<file path="src/rtl/framebuffer_scanout.sv">
// framebuffer_scanout
// Raster-order read engine on framebuffer port B. A frameStart pulse (taken
// only while idle) streams one IMG_W x IMG_H frame to the downstream stage over
// a valid/ready interface. A 2-entry output buffer absorbs the framebuffer's
// 1-cycle read latency, so backpressure never drops or repeats a pixel.
//
// Optional build macro: SCANOUT_VFLIP_EN. When it is defined, rows are read
// bottom row first. Columns and the positions of the stream tags are unchanged.
//
// Ports:
//   clk          single clock, also the framebuffer clkB
//   resetN       asynchronous active-low reset
//   frameStart   one-cycle start pulse, ignored while busy
//   busy         frame in progress (after accepted start until last handshake)
//   fbAddress    framebuffer addressB
//   fbData       framebuffer dataOutB, valid the cycle after the address
//   pixelData    head pixel value
//   pixelValid   head entry valid
//   pixelReady   downstream accept
//   pixelLineEnd head pixel is the last column of a row
//   pixelLast    head pixel is the last pixel of the frame
module framebuffer_scanout #(
  parameter int WIDTH = 9,
  parameter int DEPTH = 2048,
  parameter int IMG_W = 64,
  parameter int IMG_H = 32
) (
  input  logic                     clk,
  input  logic                     resetN,
  input  logic                     frameStart,
  output logic                     busy,
  output logic [$clog2(DEPTH)-1:0] fbAddress,
  input  logic [WIDTH-1:0]         fbData,
  output logic [WIDTH-1:0]         pixelData,
  output logic                     pixelValid,
  input  logic                     pixelReady,
  output logic                     pixelLineEnd,
  output logic                     pixelLast
);

  // state | meaning
  // IDLE  | waiting for frameStart, no reads
  // ISSUE | issuing reads in raster order whenever a buffer slot is free
  // DRAIN | all reads issued, waiting for the buffer to empty

  localparam int AW = $clog2(DEPTH);
  localparam logic [AW-1:0] COL_LAST = AW'(IMG_W - 1);
  localparam logic [AW-1:0] ROW_LAST = AW'(IMG_H - 1);
  localparam logic [AW-1:0] ROW_PITCH = AW'(IMG_W);

  if (IMG_W * IMG_H > DEPTH) begin : g_size_check
    $error("framebuffer_scanout: IMG_W*IMG_H exceeds DEPTH");
  end

  typedef enum logic [1:0] {
    S_IDLE  = 2'd0,
    S_ISSUE = 2'd1,
    S_DRAIN = 2'd2
  } state_t;

  state_t state, state_nxt;

  logic [AW-1:0]    row, col;
  logic [AW-1:0]    row_term;
  logic [AW-1:0]    addr_cur;
  logic [AW-1:0]    addr_last;
  logic             col_end, row_end;
  logic             start, issue, last_issue;
  logic             pop, room;
  logic [1:0]       committed;

  logic             read_pending;
  logic             pend_line_end, pend_last;

  logic [WIDTH-1:0] buf_data [2];
  logic             buf_line_end [2];
  logic             buf_last [2];
  logic             head, tail;
  logic [1:0]       count;

  assign col_end    = (col == COL_LAST);
  assign row_end    = (row == ROW_LAST);
  assign last_issue = issue && col_end && row_end;
  assign pop        = pixelValid && pixelReady;

  // Slots already spoken for: entries that stay after this cycle's pop plus
  // the read still in flight. Counting the pop lets a steady stream issue one
  // read per cycle. The total never exceeds 2, so the buffer cannot overflow.
  assign committed = count + {1'b0, read_pending} - {1'b0, pop};
  assign room      = (committed < 2'd2);

`ifdef SCANOUT_VFLIP_EN
  assign row_term = ROW_LAST - row;
`else
  assign row_term = row;
`endif

  assign addr_cur = row_term * ROW_PITCH + col;

  // The address is combinational during an issue cycle. Between issues it
  // holds the last issued address.
  assign fbAddress = issue ? addr_cur : addr_last;

  // ---------------- FSM: state register ----------------
  always_ff @(posedge clk or negedge resetN) begin
    if (!resetN) begin
      state <= S_IDLE;
    end else begin
      state <= state_nxt;
    end
  end

  // ---------------- FSM: next state ----------------
  always_comb begin
    state_nxt = state;
    case (state)
      S_IDLE: begin
        if (frameStart) state_nxt = S_ISSUE;
      end
      S_ISSUE: begin
        if (last_issue) state_nxt = S_DRAIN;
      end
      S_DRAIN: begin
        // Leave on the edge that accepts the final pixel so busy drops with it.
        if (!read_pending && ((count == 2'd0) || ((count == 2'd1) && pop)))
          state_nxt = S_IDLE;
      end
      default: state_nxt = S_IDLE;
    endcase
  end

  // ---------------- FSM: outputs ----------------
  always_comb begin
    busy  = 1'b0;
    start = 1'b0;
    issue = 1'b0;
    case (state)
      S_IDLE: begin
        start = frameStart;
      end
      S_ISSUE: begin
        busy  = 1'b1;
        issue = room;
      end
      S_DRAIN: begin
        busy = 1'b1;
      end
      default: begin
        busy = 1'b0;
      end
    endcase
  end

  // ---------------- raster counters ----------------
  // After the final read, the counters stay put. They are cleared again by
  // the next start.
  always_ff @(posedge clk or negedge resetN) begin
    if (!resetN) begin
      row <= '0;
      col <= '0;
    end else if (start) begin
      row <= '0;
      col <= '0;
    end else if (issue && !last_issue) begin
      if (col_end) begin
        col <= '0;
        row <= row + AW'(1);
      end else begin
        col <= col + AW'(1);
      end
    end
  end

  always_ff @(posedge clk or negedge resetN) begin
    if (!resetN) begin
      addr_last <= '0;
    end else if (issue) begin
      addr_last <= addr_cur;
    end
  end

  // ---------------- read return tracking ----------------
  // The stream tags are computed at issue time and travel with the read.
  always_ff @(posedge clk or negedge resetN) begin
    if (!resetN) begin
      read_pending  <= 1'b0;
      pend_line_end <= 1'b0;
      pend_last     <= 1'b0;
    end else begin
      read_pending  <= issue;
      pend_line_end <= issue && col_end;
      pend_last     <= last_issue;
    end
  end

  // ---------------- 2-entry output buffer ----------------
  always_ff @(posedge clk or negedge resetN) begin
    if (!resetN) begin
      for (int i = 0; i < 2; i++) begin
        buf_data[i]     <= '0;
        buf_line_end[i] <= 1'b0;
        buf_last[i]     <= 1'b0;
      end
      head  <= 1'b0;
      tail  <= 1'b0;
      count <= 2'd0;
    end else begin
      if (read_pending) begin
        buf_data[tail]     <= fbData;
        buf_line_end[tail] <= pend_line_end;
        buf_last[tail]     <= pend_last;
        tail               <= ~tail;
      end
      if (pop) begin
        head <= ~head;
      end
      count <= committed;
    end
  end

  assign pixelValid   = (count != 2'd0);
  assign pixelData    = buf_data[head];
  assign pixelLineEnd = buf_line_end[head];
  assign pixelLast    = buf_last[head];

endmodule

</file>
<file path="config.mk">
export PLATFORM = sky130hd
export DESIGN_NAME = framebuffer_scanout
export DESIGN_NICKNAME = d
export VERILOG_FILES = /design/src/rtl/framebuffer_scanout.sv
export SDC_FILE = /design/constraint.sdc
export NUM_CORES = 1
export LEC_CHECK = 0
export ABC_CLOCK_PERIOD_IN_PS = 4050
export CAP_MARGIN = 15
export CELL_PAD_IN_SITES_DETAIL_PLACEMENT = 0
export CELL_PAD_IN_SITES_GLOBAL_PLACEMENT = 1
export CORE_MARGIN = 2
export CORE_UTILIZATION = 52
export CTS_BUF_LIST = sky130_fd_sc_hd__clkbuf_2
export DETAILED_ROUTE_END_ITERATION = 7
export DONT_BUFFER_PORTS = 1
export PLACE_DENSITY_LB_ADDON = 0.25
export SYNTH_ARGS = -nofsm -noshare
export SYNTH_HDL_FRONTEND = slang
export SYNTH_SLANG_ARGS = --single-unit
</file>
<file path="constraint.sdc">
create_clock -name clk -period 4.05 [get_ports clk]
set_input_delay 0.81 -clock clk [delete_from_list [all_inputs] [get_ports clk]]
set_output_delay 0.81 -clock clk [all_outputs]
set_load 0.03 [all_outputs]
</file>
Yosys cells after proc, flatten, opt, wreduce, memory -nomap -nowiden
Cells that the tools add are included.
Word-level totals
  register bits after elaboration: 64
  latch bits: 0
  memory bits (writable): 0
  ROM bits: 0
  bits of input ports: 13
  word-level logic and storage cells: 85
  memories: 0
Cells by class
  $add $sub $neg: 5
  multipliers: 0
  divide/modulo/power cells: 0
  order comparisons: 4
  equality and inequality tests: 8
  shift-type cells: 0
  mux-type cells: 30
  bitwise gates (word level): 4
  reduce and logical (&&, ||, !) cells: 18
Operators by type and width (count)
  2-to-1 mux 11 bit: 7
  2-to-1 mux 9 bit: 4
  adder 11 x 1 -> 11 bit, second input constant: 2
  bitwise mux 18 bit: 1
  adder 11 bit: 1
  equality test 11 x 5 -> 1 bit, second input constant: 1
  equality test 11 x 6 -> 1 bit, second input constant: 1
  2-to-1 mux 1 bit: 10
  demux 9 bit (select 1 bit): 1
  logical AND 1 bit: 7
  2-to-1 mux 2 bit: 3
  != test 2 bit, second input constant: 3
  case mux 2 bit (3 select lines): 1
  nonzero test 2 bit: 3
  bitwise mux 2 bit: 2
  equality test 2 x 1 -> 1 bit, second input constant: 2
  greater-or-equal comparator 2 bit, second input constant: 2
  zero test 2 bit: 2
  NOT 1 -> 2 bit: 2
  AND reduction 3 bit: 1
  adder 2 x 1 -> 2 bit: 1
  equality test 2 bit, second input constant: 1
  zero test 1 bit: 2
  < comparator 2 x 1 -> 1 bit, second input constant: 1
  other kinds (7): 8

Logic depth before layout (Yosys ltp)
Gate-level depths: netlist of the first run.
  depth after elaboration: 11
  gate-level depth with buffers: 12
  depth with buffers taken out: 11

Worst setup path before layout of the first run
Ideal clock, no wire load.
  path kind: input port to output port
  start point: input port pixelReady
  end point: output port fbAddress[7]
  arrival: 2.992 ns
  required time: 3.240 ns
  path slack: 0.248 ns
  cell stages on the path: 9
  path buffers: 2
  cells stage by stage: and2_1 -> ha_1 -> inv_1 -> ha_1 -> xnor3_1 -> nand2_1 -> clkbuf_1 -> buf_1 -> o21ai_0
On the way
  cells in the longest elaborated chain, start to end: 5
Ends and longest elaborated chain
  start, declared: RTL line 36  | input logic pixelReady,
  logical AND 1 bit: RTL line 84  | assign pop = pixelValid && pixelReady;
  subtractor 2 x 1 -> 2 bit: RTL line 89  | assign committed = count + {1'b0, read_pending} - {1'b0, pop};
  < comparator 2 bit: RTL line 90  | assign room = (committed < 2'd2);
  2-to-1 mux 1 bit: RTL line 137  | case (state)
  2-to-1 mux 11 bit
  end, declared: RTL line 32  | output logic [$clog2(DEPTH)-1:0] fbAddress,
Every way passes these cells.

Worst setup path after layout of the first run
  start point: register count[0]
  end point: output port fbAddress[10]
On the way
  cells in the longest elaborated chain, start to end: 6
  elaborated cells between the ends (all ways): 7
Ends and longest elaborated chain
  start, declared: RTL line 79  | logic [1:0] count;
  start signal, assigned: RTL line 217  | count <= committed;
  nonzero test 2 bit: RTL line 221  | assign pixelValid = (count != 2'd0);
  via pixelValid: RTL line 35  | output logic pixelValid,
  logical AND 1 bit: RTL line 84
  via pop: RTL line 69  | logic pop, room;
  subtractor 2 x 1 -> 2 bit: RTL line 89
  < comparator 2 bit: RTL line 90
  2-to-1 mux 1 bit: RTL line 137
  2-to-1 mux 11 bit
The timed path passes the listed nets, and every way through them passes these cells.

==> impl_metrics.csv, run 1 <==
group,metric,value,unit
clock_tree,clock-sinks,64,
detailed_routing,wl_per_cell,16.2,um
power,power_density,653,mW/mm2
timing,fin_crit,3.83,ns
timing,worstMarginPinSlew,1.01,ns
layout,fin_area,0.00345,mm2
yosys,synthArstFlopShare,1.00,
worst_setup_path,critPathMaxStageDelay,0.57,ns
timing,layout_setup_ws,0.221,ns
die,start_util,0.535,
yosys,synth_edf_count,0,
yosys,synthesis.area,0.00315,mm2
die,fp.coreArea,0.00589,mm2
timing,period_share,0.945,
power,intPower,1.37,mW
detailed_routing,remaining_drc_errors,0,
detailed_routing,drtIter0Drc,87,
detailed_routing,routed_via_density,5.69,
timing,finalClockSkew,0.0239,ns
worst_setup_path,rrSetupSlack,0.73,ns
yosys,syn_nets,314,
global_route,gr-total-overflow,0,
layout,diodes,0,
global_route,first_global_vias,2059,
die,die_h,81.8,um
worst_setup_path,critPathRequiredTime,3.24,ns
worst_setup_path,cpMostUsedCell,"ha_1",
worst_setup_path,worstSetupPathType,"flop to primary output",
clock_tree,h-tree-depth,3,
worst_setup_path,cp_data_arrival_time,3.02,ns
detailed_routing,postRouteAntennaNets,0,
placement,placement.cell_area,0.00321,mm2
clock_tree,cts_tree,"yes",
detailed_routing,wl_met3,295,um
placement,gp_congestion,0.812,
layout,layout_commonest_cell,"dfrtp_1",
detailed_routing,highest_layer,"met4",
timing,clock.fmax,261,MHz
yosys,synth_top_cell_by_area,"dfrtp_1",
clock_tree,numCtsBuffers,9,
worst_setup_path,reg2reg_depth,13,
yosys,ys_seq_area_frac,0.509,
placement,dp_slack,0.316,ns
job,maxCapViolations,0,
power,ir_worst_vdd,0.000347,V
yosys,syn_avg_cell_area,11.0,um2
clock_tree,root_buffer,"clkbuf_2",
clock_tree,clk_pin_slew_worst_paths,0.19,ns
yosys,yosys-top-cells-area,"dfrtp_1 (51%), mux2_2 (12%), ha_1 (5.2%), nand2_1 (4.5%), xnor2_1 (3.3%)",
die,row_count,28,
timing,slew_headroom,0.322,
detailed_routing,wl_met2,2.87,mm
detailed_routing,drt_pre_antenna_iters,4,
worst_setup_path,path_cells,"or2_2 > and2_1 > ha_1 > inv_1 > ha_1 > xnor3_1 > nand2_4 > o21ai_1",
placement,port_buffers,0,
power,p_switching,0.888,mW
global_route,antenna_found_initial,0,
layout,final_nets,320,
die,die_w,81.8,um
clock_tree,clkLatencyLatePin,0.48,ns
timing,setup_violations,0,
power,leakage,1.59,nW
die,ios,37,
detailed_routing,via_count,2121,
power,p_seq_frac,0.395,
power,swShare,0.394,
worst_setup_path,startpoint_type,"flop",
die,dieArea,0.00669,mm2
worst_setup_path,r2r-end,"col[5]",
power,combinationalPowerShare,0.377,
power,total_power,2.26,mW
detailed_routing,wirelength,6.06,mm
yosys,yosys_warnings,0,
global_route,grt_pass1_wl,9.97,mm
yosys,synth_seq_cells,64,
layout,post-route-util,0.587,
timing,hold_slack,0.165,ns
timing,drv_slew,0,
worst_setup_path,crit_path_end_kind,"primary output",
layout,final_cell_mix,"dfrtp_1 (64), mux2_2 (34), nand2_1 (30), nor2_1 (19)",
clock_tree,clock_path_buffers,2,
yosys,ys_types,38,
yosys,synth_top_area_share,0.509,
layout,drive_gt1_frac,0.238,
worst_setup_path,slowest_stage,"o21ai_1",
timing,finalHoldViolations,0,
layout,fillerInstances,524,
worst_setup_path,crit-reg2reg-launch,"count[0]",
yosys,synthFlopType,"dfrtp_1",
outcome,status,"finished clean",
power,power.share.clock,0.228,
worst_setup_path,cp_max_fo,14,
placement,hpwl,4.02,mm
detailed_routing,met1_length,2.82,mm
yosys,postSynthCellCount,287,
hold_path,hp-class,"primary input to async pin",
layout,areaGrowthSynthToFinish,9.74,%
global_route,grt.total_usage,0.199,
global_route,grt_max_degree,65,
==> power by group through the flow <==
stage               Sequential [mW]  Combinational [mW]  Clock [mW]
floorplan                     0.861               0.702           0
global placement              0.898               0.778           0
detailed placement            0.907               0.789           0
CTS                           0.893               0.839       0.523
global route                  0.917               0.925       0.556
finish                        0.891               0.851       0.514
==> final cells by class <==
class	count	area [um2]	share of cell area
Multi-Input combinational cell	198	1470	0.426
Sequential cell	64	1600	0.464
Clock inverter	7	119	0.0344
Tap cell	75	93.8	0.0272
Clock buffer	9	45.0	0.0130
Timing Repair Buffer	6	65.1	0.0188
Inverter	14	56.3	0.0163
==> what timing repair did <==
action,in CTS,in global routing
endpoints found under the setup margin,11,11
gates cloned,0,0
resized for setup,7,8
hold endpoints to repair,64,0
buffers inserted,2,1
hold buffers,1,0
==> cells by family after synthesis <==
family / synth area share
compound gates: 0.0569
xor+xnor: 0.0600
fa+ha+maj: 0.0581
buf+inv: 0.0322
flops: 0.509
mux: 0.128
simple gates: 0.155
==> how the worst max path moves through the flow <==
stage               startpoint            end  slack [ns]  depth (start not counted)
CTS                   count[0]   fbAddress[6]        0.01                         10
floorplan           pixelReady   fbAddress[7]        0.25                          9
detailed placement    count[1]  fbAddress[10]        0.32                          8
finish                count[0]  fbAddress[10]        0.22                          8
global placement    pixelReady   fbAddress[9]        0.36                          7
global route          count[0]   fbAddress[6]    -0.00006                         10
==> state kept, by name (all words and copies together), names as in the netlist <==
name and cells:
addr_last 11, buf_data 18, buf_last 2, buf_line_end 2, col 11, count 2
head 1, pend_last 1, pend_line_end 1, read_pending 1, row 11, state 2
tail 1
==> critical path, delay by kind of cell (launching register included) <==
family / cells / cell delay [ns]
and+or+nand+nor: 3 / 0.77
AOI/OAI and AO/OA: 1 / 0.57
adders and majority gates: 2 / 0.44
DFF: 1 / 0.41
xor gates and xnor gates: 1 / 0.31
buffers and inverters: 1 / 0.04
==> per-layer routing <==
layer,vias to the layer above,global-route usage
met2,51,0.307
met1,1045,0.270
li1,1015,-
met4,0,0.0717
met3,10,0.0560
met5,-,0
==> metrics by stage <==
stage / cells / TNS (ns)
2_1_floorplan: 287 / 0
3_3_place_gp: 353 / 0
3_5_place_dp: 353 / 0
4_1_cts: 372 / 0
5_1_grt: 373 / -0.0000582
6_report: 373 / 0
==> cells in the mapped netlist (4+ instances only) <==
cell       n
nand3_1   12
o21ai_0    7
mux2_2    34
nand2_1   38
xnor2_1   12
ha_1      13
o31ai_1    4
inv_1     14
and3_1     4
dfrtp_1   64
nor4_1     8
nor2_1    19
a21oi_1    6
nor3_1     4
nand4_1    4
clkbuf_1   7
xor2_1     7
Note: power is estimated with default switching activity, not from simulation.
==> run 2: changes to the inputs <==
- CAP_MARGIN: 15 -> unset
- CELL_PAD_IN_SITES_GLOBAL_PLACEMENT: 1 -> 2
- CORE_UTILIZATION: 52 -> 43
==> run 2 against run 1 <==
  * Clock power is 13% lower
  * Register-to-register slack better by 0.11 ns
  * Sequential share of layout area is 0.25 points higher
  * Die area is 20% higher
  * Critical path depth is 2 higher
  * Maximum frequency is 0.39% lower
  * Combinational power is 2% lower
  * Worst hold slack worse by 0.020 ns
==> impl_metrics.csv, run 2 (synthesis gave the netlist of run 1 again) <==
group,metric,value,unit
layout,areaGrowthSynthToFinish,9.15,%
clock_tree,cts_setup_buffers,0,
detailed_routing,drt_pre_antenna_iters,4,
layout,drive_gt1_frac,0.219,
worst_setup_path,worstSetupPathType,"flop to primary output",
layout,final_cell_mix,"dfrtp_1 (64), nand2_1 (36), mux2_2 (34), nor2_1 (19)",
worst_setup_path,rrSetupSlack,0.84,ns
clock_tree,numCtsBuffers,9,
global_route,antenna_found_initial,0,
detailed_routing,drtIter0Drc,104,
job,maxCapViolations,0,
global_route,grt.total_usage,0.169,
worst_setup_path,startpoint_type,"flop",
die,ios,37,
clock_tree,root_buffer,"clkbuf_2",
power,ir_worst_vdd,0.000156,V
detailed_routing,wirelength,6.30,mm
outcome,status,"finished clean",
detailed_routing,routed_via_density,5.15,
placement,hpwl,4.29,mm
timing,clock.fmax,260,MHz
worst_setup_path,r2r-end,"col[5]",
layout,final_nets,319,
worst_setup_path,cp_max_fo,11,
placement,port_buffers,0,
layout,diodes,0,
global_route,first_global_vias,2035,
power,leakage,1.59,nW
die,row_count,31,
timing,setup_violations,0,
clock_tree,h-tree-depth,3,
timing,finalHoldViolations,0,
timing,rsz0062_at_grt,"no",
clock_tree,clock_path_buffers,2,
clock_tree,clock-sinks,64,
timing,worstMarginPinSlew,0.986,ns
layout,top_register,"buf_data",
timing,fin_tns_setup,0,ns
worst_setup_path,crit_path_end_kind,"primary output",
timing,period_share,0.949,
timing,drv_slew,0,
detailed_routing,postRouteAntennaNets,0,
timing,finalClockSkew,0.0302,ns
global_route,grt_max_degree,65,
placement,gp_congestion,0.751,
layout,fillerInstances,679,
worst_setup_path,reg2reg_depth,12,
detailed_routing,wl_per_cell,15.9,um
layout,fin_area,0.00343,mm2
clock_tree,cts_tree,"yes",
layout,layout_commonest_cell,"dfrtp_1",
power,power_density,632,mW/mm2
clock_tree,clkLatencyLatePin,0.51,ns
global_route,grt_pass1_wl,10.0,mm
die,die_w,89.5,um
layout,largest_reg_flops,18,
detailed_routing,remaining_drc_errors,0,
die,dieArea,0.00802,mm2
timing,fin_crit,3.84,ns
detailed_routing,via_count,2041,
worst_setup_path,critPathRequiredTime,3.24,ns
worst_setup_path,crit-reg2reg-launch,"count[0]",
timing,slew_headroom,0.341,
die,start_util,0.439,
die,die_h,89.5,um
placement,placement.cell_area,0.00325,mm2
worst_setup_path,cp_data_arrival_time,3.03,ns
clock_tree,clk_pin_slew_worst_paths,0.21,ns
hold_path,hp-class,"primary input to async pin",
die,fp.coreArea,0.00718,mm2
global_route,gr-total-overflow,0,
## run 2: worst max path at each step
stage	start	to	slack [ns]	cells past startpoint
finish	count[0]	fbAddress[7]	0.21	10
global route	count[1]	fbAddress[7]	0.03	10
CTS	count[0]	fbAddress[9]	0.002	10
detailed placement	count[0]	fbAddress[9]	0.33	8
global placement	pixelReady	fbAddress[9]	0.37	7
floorplan	pixelReady	fbAddress[7]	0.25	9
## run 2: final cells by class
type | instances | area [um2] | share of cell area
clock buffers | 9 | 45.0 | 0.0131
repair buffers | 5 | 57.6 | 0.0168
well taps | 99 | 124 | 0.0361
inverters | 14 | 52.6 | 0.0153
multi-input cells | 198 | 1460 | 0.424
clock inverters | 7 | 96.3 | 0.0281
flip-flops and latches | 64 | 1600 | 0.466
## run 2: repair_timing
| action | 4_1_cts | 5_1_grt |
|---|---|---|
| hold endpoints to repair | 64 | 0 |
| gates resized for setup | 6 | 3 |
| hold buffers | 1 | 0 |
| setup endpoints to repair | 8 | 9 |
## run 2: routing by layer
metal / part of all wire / track usage / up-vias
met5: 0 / 0 / -
met4: 0.013 / 0.0570 / 0
met3: 0.054 / 0.0563 / 10
met2: 0.46 / 0.274 / 32
met1: 0.48 / 0.212 / 993
li1: - / - / 1006
## run 2: critical path, cell delays in order, from the launching register on
cell	delay, ns
dfrtp_1	0.41
or2_2	0.39
and2_1	0.22
ha_1	0.28
inv_1	0.05
ha_1	0.14
xnor3_1	0.28
nand2_4	0.18
buf_4	0.17
nand2_1	0.06
o21ai_1	0.36
## run 2: report_power, final
group / internal, mW / total, mW / switching, mW
registers: 0.786 / 0.886 / 0.100
logic: 0.303 / 0.834 / 0.531
clock network: 0.205 / 0.449 / 0.244
## run 2: stage by stage
step	hold WS (ns)	setup WS, ns	instances	util	total power [mW]
after floorplan	0.461	0.248	287	-	1.56
after global placement	0.474	0.373	379	0.453	1.70
after detailed placement	0.481	0.330	379	0.453	1.72
after CTS	0.105	0.00221	396	0.477	2.20
after global routing	0.104	0.0306	396	0.479	2.33
final	0.144	0.206	396	0.479	2.17
